===== config.mk =====
export PLATFORM = sky130hd
export DESIGN_NAME = a2bus_event_capture_flat
export DESIGN_NICKNAME = d
export VERILOG_FILES = /design/src/rtl/a2bus_capture_pkg.sv /design/src/rtl/a2bus_if.sv /design/src/rtl/a2bus_event_fifo.sv /design/src/rtl/a2bus_event_capture.sv /design/src/flat_wrapper.sv
export SDC_FILE = /design/constraint.sdc
export NUM_CORES = 1
export LEC_CHECK = 0
export ABC_AREA = 0
export BUFFER_PORTS_ARGS = -buffer_cell sky130_fd_sc_hd__clkbuf_2
export CORE_AREA = 2 2 124 246
export CTS_CLUSTER_DIAMETER = 30
export DETAILED_ROUTE_END_ITERATION = 8
export DIE_AREA = 0 0 126 248
export PLACE_DENSITY = 0.84
export SLEW_MARGIN = 20
export SYNTH_ARGS = -nofsm -noshare
export SYNTH_HDL_FRONTEND = slang
export SYNTH_SLANG_ARGS = --single-unit

===== constraint.sdc =====
create_clock -name clk_logic -period 5.3 [get_ports clk_logic]
set_input_delay 0.795 -clock clk_logic [delete_from_list [all_inputs] [get_ports clk_logic]]
set_output_delay 0.795 -clock clk_logic [all_outputs]
set_load 0.03 [all_outputs]

===== src/rtl/a2bus_capture_pkg.sv =====
// Shared types and constants for the A2 bus event capture block.
package a2bus_capture_pkg;

  // One captured bus cycle as stored in the FIFO.
  typedef struct packed {
    logic [15:0] addr;
    logic [7:0]  data;
    logic        rw_n;
  } a2bus_event_t;

  // Occupancy-tracking control states.
  typedef enum logic [1:0] {
    ST_IDLE   = 2'd0,
    ST_ACTIVE = 2'd1,
    ST_FULL   = 2'd2
  } cap_state_t;

  // The drop counter saturates here instead of wrapping.
  localparam logic [7:0] DROP_COUNT_MAX = 8'hFF;

endpackage


===== src/rtl/a2bus_if.sv =====
// A2 bus snoop signals; the bus model drives them, the capture block listens.
interface a2bus_if;

  logic [15:0] addr;
  logic [7:0]  data;
  logic        rw_n;
  logic        data_in_strobe;

  modport master (output addr, data, rw_n, data_in_strobe);
  modport slave  (input  addr, data, rw_n, data_in_strobe);

endinterface


===== src/rtl/a2bus_event_fifo.sv =====
// First-word-fall-through event FIFO: storage, wrapping pointers and occupancy.
// The caller never pushes into a full FIFO without a pop, nor pops when empty.
module a2bus_event_fifo
  import a2bus_capture_pkg::*;
#(
  parameter int DEPTH = 16
) (
  input  logic                   clk,
  input  logic                   rst_n,
  input  logic                   flush,
  input  logic                   push,
  input  logic                   pop,
  input  a2bus_event_t           wr_data,
  output a2bus_event_t           rd_data,
  output logic [$clog2(DEPTH):0] count,
  output logic                   full
);

  localparam int PW = $clog2(DEPTH);
  localparam int CW = PW + 1;

  a2bus_event_t  mem [DEPTH];
  logic [PW-1:0] wr_ptr;
  logic [PW-1:0] rd_ptr;

  // Storage write; the RAM holds no reset so it can map to plain memory.
  always_ff @(posedge clk) begin
    if (push && !flush) begin
      mem[wr_ptr] <= wr_data;
    end
  end

  // Pointer and occupancy update; flush wins over any push or pop.
  always_ff @(posedge clk or negedge rst_n) begin
    if (!rst_n) begin
      wr_ptr <= '0;
      rd_ptr <= '0;
      count  <= '0;
    end else if (flush) begin
      wr_ptr <= '0;
      rd_ptr <= '0;
      count  <= '0;
    end else begin
      if (push) begin
        wr_ptr <= wr_ptr + PW'(1);
      end
      if (pop) begin
        rd_ptr <= rd_ptr + PW'(1);
      end
      case ({push, pop})
        2'b10:   count <= count + CW'(1);
        2'b01:   count <= count - CW'(1);
        default: count <= count;
      endcase
    end
  end

  assign rd_data = mem[rd_ptr];
  assign full    = (count == CW'(DEPTH));

endmodule


===== src/rtl/a2bus_event_capture.sv =====
// A2 bus event capture: snoops bus cycles inside [ADDR_LO, ADDR_HI], queues
// them in a FIFO for a ready/valid consumer and tracks dropped events.
// Build option: define A2BUS_CAPTURE_READS_EN to capture read cycles too;
// without it only writes are captured and ev_rw_n_o is tied to 0.
module a2bus_event_capture
  import a2bus_capture_pkg::*;
#(
  parameter int          DEPTH   = 16,
  parameter logic [15:0] ADDR_LO = 16'hC000,
  parameter logic [15:0] ADDR_HI = 16'hC0FF
) (
  input  logic                   clk_logic,
  input  logic                   device_reset_n,
  a2bus_if.slave                 bus,
  input  logic                   flush_i,
  input  logic                   ev_ready_i,
  output logic                   ev_valid_o,
  output logic [15:0]            ev_addr_o,
  output logic [7:0]             ev_data_o,
  output logic                   ev_rw_n_o,
  output logic [$clog2(DEPTH):0] count_o,
  output logic                   overflow_o,
  input  logic                   overflow_clr_i,
  output logic [7:0]             drop_count_o
);

  localparam int CW = $clog2(DEPTH) + 1;

  logic [15:0]  addr_i;
  logic [7:0]   data_i;
  logic         rw_n_i;
  logic         data_in_strobe_i;
  logic         dir_ok;
  logic         match;
  logic         s1_valid;
  a2bus_event_t s1_event;
  a2bus_event_t head;
  logic         fifo_full;
  logic         pop;
  logic         push_accept;
  logic         drop;
  cap_state_t   state;
  cap_state_t   state_next;

  assign addr_i           = bus.addr;
  assign data_i           = bus.data;
  assign rw_n_i           = bus.rw_n;
  assign data_in_strobe_i = bus.data_in_strobe;

`ifdef A2BUS_CAPTURE_READS_EN
  assign dir_ok = 1'b1;
`else
  assign dir_ok = ~rw_n_i;
`endif

  assign match = data_in_strobe_i && (addr_i >= ADDR_LO) && (addr_i <= ADDR_HI) && dir_ok;

  // Stage 1: register the match decision together with the bus fields.
  always_ff @(posedge clk_logic or negedge device_reset_n) begin
    if (!device_reset_n) begin
      s1_valid <= 1'b0;
      s1_event <= '0;
    end else begin
      s1_valid <= match && !flush_i;
      if (data_in_strobe_i) begin
        s1_event <= '{addr: addr_i, data: data_i, rw_n: rw_n_i};
      end
    end
  end

  // A full FIFO still accepts a push when the head leaves in the same cycle.
  assign pop         = ev_valid_o && ev_ready_i;
  assign push_accept = s1_valid && (!fifo_full || pop);
  assign drop        = s1_valid && fifo_full && !pop && !flush_i;

  a2bus_event_fifo #(
    .DEPTH (DEPTH)
  ) u_fifo (
    .clk     (clk_logic),
    .rst_n   (device_reset_n),
    .flush   (flush_i),
    .push    (push_accept),
    .pop     (pop),
    .wr_data (s1_event),
    .rd_data (head),
    .count   (count_o),
    .full    (fifo_full)
  );

  // Control FSM state register.
  always_ff @(posedge clk_logic or negedge device_reset_n) begin
    if (!device_reset_n) begin
      state <= ST_IDLE;
    end else begin
      state <= state_next;
    end
  end

  // Control FSM transitions, following occupancy changes one step ahead.
  always_comb begin
    state_next = state;
    if (flush_i) begin
      state_next = ST_IDLE;
    end else begin
      case (state)
        ST_IDLE: begin
          if (push_accept) state_next = ST_ACTIVE;
        end
        ST_ACTIVE: begin
          if (push_accept && !pop && (count_o == CW'(DEPTH - 1))) begin
            state_next = ST_FULL;
          end else if (pop && !push_accept && (count_o == CW'(1))) begin
            state_next = ST_IDLE;
          end
        end
        ST_FULL: begin
          if (pop && !push_accept) state_next = ST_ACTIVE;
        end
        default: state_next = ST_IDLE;
      endcase
    end
  end

  assign ev_valid_o = (state != ST_IDLE);
  assign ev_addr_o  = ev_valid_o ? head.addr : 16'h0000;
  assign ev_data_o  = ev_valid_o ? head.data : 8'h00;

`ifdef A2BUS_CAPTURE_READS_EN
  assign ev_rw_n_o = ev_valid_o ? head.rw_n : 1'b1;
`else
  // Only writes are ever queued, so the direction bit is known to be 0.
  logic unused_head_rw_n;
  assign unused_head_rw_n = head.rw_n;
  assign ev_rw_n_o        = 1'b0;
`endif

  // Sticky overflow and saturating drop counter; a clear that coincides with
  // a drop restarts the tally at that drop.
  always_ff @(posedge clk_logic or negedge device_reset_n) begin
    if (!device_reset_n) begin
      overflow_o   <= 1'b0;
      drop_count_o <= 8'h00;
    end else if (overflow_clr_i) begin
      overflow_o   <= drop;
      drop_count_o <= drop ? 8'h01 : 8'h00;
    end else if (drop) begin
      overflow_o <= 1'b1;
      if (drop_count_o != DROP_COUNT_MAX) begin
        drop_count_o <= drop_count_o + 8'h01;
      end
    end
  end

endmodule


===== src/flat_wrapper.sv =====
// flat-port wrapper written by rule: the top's interface ports become plain ports
module a2bus_event_capture_flat import a2bus_capture_pkg::*;
#(
  parameter int          DEPTH   = 16,
  parameter logic [15:0] ADDR_LO = 16'hC000,
  parameter logic [15:0] ADDR_HI = 16'hC0FF
)
  (clk_logic, device_reset_n, flush_i, ev_ready_i, ev_valid_o, ev_addr_o, ev_data_o, ev_rw_n_o, count_o, overflow_o, overflow_clr_i, drop_count_o, bus_addr, bus_data, bus_rw_n, bus_data_in_strobe);
  a2bus_if bus_i ();
  input  logic clk_logic;
  input  logic device_reset_n;
  input  logic flush_i;
  input  logic ev_ready_i;
  output logic ev_valid_o;
  output logic [15:0] ev_addr_o;
  output logic [7:0] ev_data_o;
  output logic ev_rw_n_o;
  output logic [$clog2(DEPTH):0] count_o;
  output logic overflow_o;
  input  logic overflow_clr_i;
  output logic [7:0] drop_count_o;
  input wire logic [$bits(bus_i.addr)-1:0] bus_addr;
  input wire logic [$bits(bus_i.data)-1:0] bus_data;
  input wire logic [$bits(bus_i.rw_n)-1:0] bus_rw_n;
  input wire logic [$bits(bus_i.data_in_strobe)-1:0] bus_data_in_strobe;
  assign bus_i.addr = bus_addr;
  assign bus_i.data = bus_data;
  assign bus_i.rw_n = bus_rw_n;
  assign bus_i.data_in_strobe = bus_data_in_strobe;
  a2bus_event_capture #(.DEPTH(DEPTH), .ADDR_LO(ADDR_LO), .ADDR_HI(ADDR_HI)) u_core (.clk_logic(clk_logic), .device_reset_n(device_reset_n), .bus(bus_i), .flush_i(flush_i), .ev_ready_i(ev_ready_i), .ev_valid_o(ev_valid_o), .ev_addr_o(ev_addr_o), .ev_data_o(ev_data_o), .ev_rw_n_o(ev_rw_n_o), .count_o(count_o), .overflow_o(overflow_o), .overflow_clr_i(overflow_clr_i), .drop_count_o(drop_count_o));
endmodule

==> results of run 1 <==
[cell type report]
cell class | instances | area share (%)
clock buffers | 47 | 5.369
clock inverters | 21 | 1.608
inverters | 12 | 0.2306
multi-input cells | 496 | 21.85
flip-flops and latches | 433 | 65.34
well taps | 364 | 2.332
repair buffers | 103 | 3.267
[Yosys cell counts, drive strengths merged (2+ instances only)]
library cell    n
o311ai          2
a21oi           8
o21a            3
edfxtp        384
nand2          34
buf            36
clkbuf         23
nor2           20
xor2            2
nor3b           2
o41ai           3
mux2           25
nand4           2
o31ai           2
a211oi          4
and2           11
mux2i         145
mux4           24
dfrtp          49
nor3           11
inv            12
a311oi          2
o211ai         14
nor4            5
or4             5
o21ai           4
a22oi          72
ha             11
nor2b           6
xnor2           4
nand2b         13
and3            3
nand3          46
[power breakdown]
group	total, mW	switching (mW)	leakage, nW	internal, mW
sequential	3.87	0.0931	4.08	3.78
clock	2.97	1.20	0.654	1.77
combinational	0.0532	0.0275	1.63	0.0257
[state kept, by name, indices dropped and copies added (netlist names)]
| register | count |
|---|---|
| u_core.state | 2 |
| u_core.u_fifo.rd_ptr | 4 |
| u_core.u_fifo.count | 5 |
| u_core.s1_valid | 1 |
| u_core.u_fifo.mem | 384 |
| u_core.s1_event | 24 |
| u_core.overflow_o | 1 |
| u_core.drop_count_o | 8 |
| u_core.u_fifo.wr_ptr | 4 |
[stage by stage]
step                instances  utilization, %  cell area [sq um]
floorplan                1000               -              17380
global placement         1408           61.79              18170
detailed placement       1408           61.80              18170
CTS                      1476           66.43              19530
global route             1476           66.43              19530
finish                   1476           66.43              19530
[routing by layer]
layer	track usage [%]	wire length, um
met1	29.20	13590
met2	44.24	20710
met3	2.910	2365
met4	11.89	1549
met5	0	0
[cells by family after synthesis]
family,share of synthesized area (%)
XOR/XNOR,0.3024
AND/OR/NAND/NOR,4.846
adder cells (fa/ha/maj),0.7921
other,0.02158
multiplexers,13.08
buffers and inverters,2.311
AO/OA/AOI/OAI,5.221
flip-flops,73.42
[critical path, stage by stage (launching register included)]
cell	delay, ps
dfrtp_4	1080
buf_4	430
mux2i_1	330
a22oi_1	140
nand3_1	210
nand2_1	90
clkbuf_2	190
[worst min path at each step]
stage	endpoint
after global placement	u_core.overflow_o
after detailed placement	u_core.overflow_o
after global routing	u_core.drop_count_o[5]
after CTS	u_core.drop_count_o[5]
after floorplan	u_core.drop_count_o[0]
final	u_core.drop_count_o[5]
==> results.md, run 1 <==
* Slew headroom at between 30 and 40%
* First-pass GRT wire length at between 50,000 and 60,000 um
* Crit path from: u_core.u_fifo.rd_ptr[0]
* FF+latch area at 12,760 sq um
* Final period utilization at 72.18%
* DIE WIDTH at 126 um
* Fin Clk Skew at between 15 and 20 ps
* RR Startpoint: u_core.u_fifo.count[0]
* Multi-input gate area at 4268 sq um
* Drt pass-1 iters at 5
* Core Area at a little under 30,000 sq um
* # hold bufs at CTS at 0
* Layout cell share with drive strength beyond 1 at between 20% and 30%
* Avg Inst Size Synth at ~17 sq um
* Worst hold margin at 407.7 ps
* Ant diodes at 0
* Worst setup SP type: flip-flop
* Worst-margin pin slew at 1022 ps
* Max Root-Sink Buffers at 3
* First-iteration detailed-routing DRC count at approximately 1,000
* Max Slew Vio Count at 0
* Unrepaired setup endpoints after global routing: false
* R2r endpoint: u_core.u_fifo.mem[10][2]
* Commonest non-fill, non-tap cells in the layout: edfxtp_1 (384), mux2i_1 (145), a22oi_1 (72)
* Antenna-violating nets left at 0
* Worst-path clk slew at about 60 ps
* DR DRC count at 0
* Power density over the cells at approximately 350 nW/um^2
* Clk root buf: clkbuf_16
* Power Total at roughly 6.9 mW
* Worst-path maximum fanout at between 50 and 60
* # fillers at about 1,900
* Peak VDD IR at between 300 and 400 uV
* WL/cell at roughly 26 um
* Critical Path Sink: ev_addr_o[11]
* Mapped Area at between 15,000 and 20,000 sq um
* Final WS setup at 1475 ps
* Cell variety after synth at 52
* Post-Synthesis Cells at about 1,000
* HP Class: input port to async pin
* Setup Buffers After CTS at 0
* Period minus WS final at 3825 ps
* Number of flops mapped to enable cells by yosys at ~380
* Commonest non-fill, non-tap cell in the layout: edfxtp_1
* Final wirelength at approximately 38,000 um
* Status: finished, final reports clean
* Max Cap Viol at 0
* Htree depth at 2
* Number of synthesized register bits at around 430
* Chip height at 248 um
* Ys Warns at 0
* CP arrival at between 3000 and 4000 ps
* Largest area contributor in the netlist: edfxtp_1
* Vias/cell at around 6.5
* RePlAce Congestion at approximately 0.80
* WP data required at 4510 ps
* Initial Util at slightly below 60%
* Final HPWL DP at about 22,000 um
* Total track usage at 24.55%
* Initial antenna violation count at 0
* Top achievable clock speed at around 260 MHz
* Setup tns final at 0 ps
* Inserted Clock Buffers at 38
* Total grt overflow at 0
* Port buffer count at slightly below 70
* Synth area leaders: edfxtp_1 (66%), mux2i_1 (8.4%), dfrtp_1 (7.1%)
* Row count at 89
* Worst R2R Setup Slack at 2220 ps
* Syn_nets at about 1,000
* Nets at ~1,100
* Post_cts resized at 0
* Clk Latency, worst-skew pair at approximately 530 ps
* Pre-CTS setup slack at about 1900 ps
* Die Area at 31,250 sq um
* Vias in the first global route at ~9,900
* Final Hold Vio Count at 0
* Sink Count at 433
* Largest net degree at the start of global routing at 56
* Crit. End Element: primary output
* Yosys top cell area share at between 60% and 70%
* Worst R2R Path Depth at 7
* CP Class: flip-flop to primary output
* # IOs at 71
* Area Growth Syn to Fin at 12.40%
* Most used DFF post-synth: edfxtp_1
* Leak pwr at roughly 6.4 nW
* Final setup viols at 0
* Total number of vias at ~9,500
* Post-synthesis sequential area ratio at between 70% and 80%
* CTS tree: done
* Asr flop ratio synth at 11.32%
Power figures use the tool's default switching activity.
==> run 2: changes to the inputs <==
==> constraint.sdc (replaced) <==
create_clock -name clk_logic -period 3.6 [get_ports clk_logic]
set_input_delay 0.54 -clock clk_logic [delete_from_list [all_inputs] [get_ports clk_logic]]
set_output_delay 0.54 -clock clk_logic [all_outputs]
set_load 0.03 [all_outputs]
==> run 2 against run 1 <==
Compared with the run above:
- clock-buffer cell count did not move
- clock power rose by 51%
- routed wire length rose by 2.4%
- first-iteration DRC count fell by 4.5%
- highest routed layer unchanged
==> results.md, run 2 (synthesis results as in run 1) <==
* Fin Clk Skew at between 20 and 25 ps
* Unrepaired setup endpoints after global routing: false
* Worst setup SP type: flip-flop
* Nets at around 1,100
* Non-filler cells, final at 1,492
* Commonest non-fill, non-tap cells in the layout: edfxtp_1 (384), mux2i_1 (145), a22oi_1 (72)
* Max Slew Vio Count at 0
* # fillers at 1,928
* Total grt overflow at 0
* RR Startpoint: u_core.u_fifo.count[0]
* Psw at about 2.1 mW
* Final WS setup at about 280 ps
* Final setup viols at 0
* CP arrival at 2780 ps
* Clk Latency, worst-skew pair at roughly 560 ps
* RePlAce Congestion at between 0.8 and 0.9
* Max Cap Viol at 0
* Worst-path maximum fanout at 34
* Layout cell share with drive strength beyond 1 at between 20 and 25%
* Chip height at approximately 250 um
* Largest net degree at the start of global routing at 37
* # hold bufs at CTS at 0
* First-pass GRT wire length at just under 60,000 um
* Post_cts resized at 0
* WL/cell at between 20 and 30 um
* Leak pwr at 6.448 nW
* Period minus WS final at roughly 3300 ps
* Core Area at between 20,000 and 30,000 sq um
* Sw frac at between 20% and 30%
* Area Growth Syn to Fin at 13.13%
* Combinational Power Share at less than 1%
* Final Hold Vio Count at 0
* CP Cell Sequence: buf_12 > buf_4 > mux2i_1 > a22oi_1 > nand3_1 > nand2_1 > clkbuf_2
* DR DRC count at 0
* Biggest register: u_core.u_fifo.mem
* Peak VDD IR at 464.3 uV
* Setup Buffers After CTS at 0
* Slew headroom at 34.80%
* Port buffer count at 69
* Max FFs per register at between 300 and 400
* Multi-input gate area at 4267 sq um
* Inserted Clock Buffers at a little over 40
* Initial antenna violation count at 0
* FF+latch area at 12,760 sq um
* Vias/cell at between 6 and 7
* HP Class: input port to async pin
* Power density over the cells at between 500 and 600 nW/um^2
* Clk root buf: clkbuf_16
* Row count at 89
* Initial Util at between 50 and 60%
* Total number of vias at between 9,000 and 10,000
* # IOs at 71
* Max stage delay on crit path at slightly above 700 ps
* Antenna-violating nets left at 0
* Total track usage at 25.28%
* Internal Power at around 8 mW
* Leading registers by flop count: u_core.u_fifo.mem: 384 flops, u_core.s1_event: 24 flops, u_core.drop_count_o: 8 flops
* Max Root-Sink Buffers at 3
* Status: finished, final reports clean
* Worst R2R Setup Slack at 850 ps
* DP Cell Count at around 1,400
* Slowest CP cell: dfrtp_4
* CTS tree: done
* Htree depth at 2
* DIE WIDTH at about 130 um
* Crit path from: u_core.u_fifo.rd_ptr[0]
* Clk pwr share at around 44%
* Vias in the first global route at around 10,000
* Drt pass-1 iters at 5
* First-iteration detailed-routing DRC count at slightly below 1,000
* Worst-path clk slew at 60 ps
* Final wirelength at ~40,000 um
* Top achievable clock speed at around 300 MHz
* Final period utilization at roughly 90%
* Die Area at 31,250 sq um
* WP data required at 3060 ps
* Crit. End Element: primary output
* Sequential power share at a little under three fifths
* Commonest non-fill, non-tap cell in the layout: edfxtp_1
* CP Class: flip-flop to primary output
* Worst-margin pin slew at roughly 980 ps
* Sink Count at between 400 and 500
* Final HPWL DP at 22,910 um
* Ant diodes at 0
* Pre-CTS setup slack at between 800 and 900 ps
-- run 2: worst max-delay path: cells and delay by family (launching register included) --
family,cells,cell delay (ps)
AOI/OAI and AO/OA,1,270
buffers and inverters,3,850
and+or+nand+nor,2,250
DFF,1,720
muxes,1,120
-- run 2: metal layers --
metal / up-vias / GRT usage (%) / routed length [um]
met3: 117 / 4.462 / 3147
met1: 4882 / 30.05 / 13470
li1: 4157 / - / -
met5: - / 0 / 0
met4: 0 / 12.31 / 1753
met2: 530 / 44.47 / 20760
-- run 2: power groups by stage --
stage	clock, mW	combinational, mW	sequential, mW
after floorplan	0	0.0408	5.74
final	4.47	0.0798	5.69
after global placement	0	0.0777	5.79
after CTS	4.49	0.0809	5.69
after detailed placement	0	0.0801	5.80
after global routing	4.69	0.0878	5.70
-- run 2: layout make-up --
class,count,share of cell area (%)
multi-input cells,496,21.71
well taps,364,2.317
repair buffers,113,3.692
inverters,12,0.2292
flip-flops and latches,433,64.92
clock buffers,47,5.551
clock inverters,27,1.585
-- run 2: final timing paths --
path	end	cells past startpoint
setup / recovery	ev_addr_o[3]	7
hold / removal	u_core.drop_count_o[7]	1
setup reg to reg	u_core.u_fifo.mem[8][19]	7
hold reg to reg	u_core.overflow_o	1
max in group asynchronous	u_core.u_fifo.rd_ptr[0]	2
min in group clk_logic	u_core.s1_event[7]	2
-- run 2: stage by stage --
| step | util [%] | area, sq um | power [mW] | hold WS, ps | TNS [ps] |
|---|---|---|---|---|---|
| floorplan | - | 17380 | 5.780 | 244.4 | -45200 |
| global route | 66.86 | 19660 | 10.48 | 195.4 | 0 |
| finish | 66.86 | 19660 | 10.24 | 143.0 | 0 |
| detailed placement | 62.09 | 18250 | 5.880 | 473.4 | 0 |
| global placement | 62.09 | 18250 | 5.865 | 473.1 | 0 |
| CTS | 66.86 | 19660 | 10.27 | 186.3 | 0 |
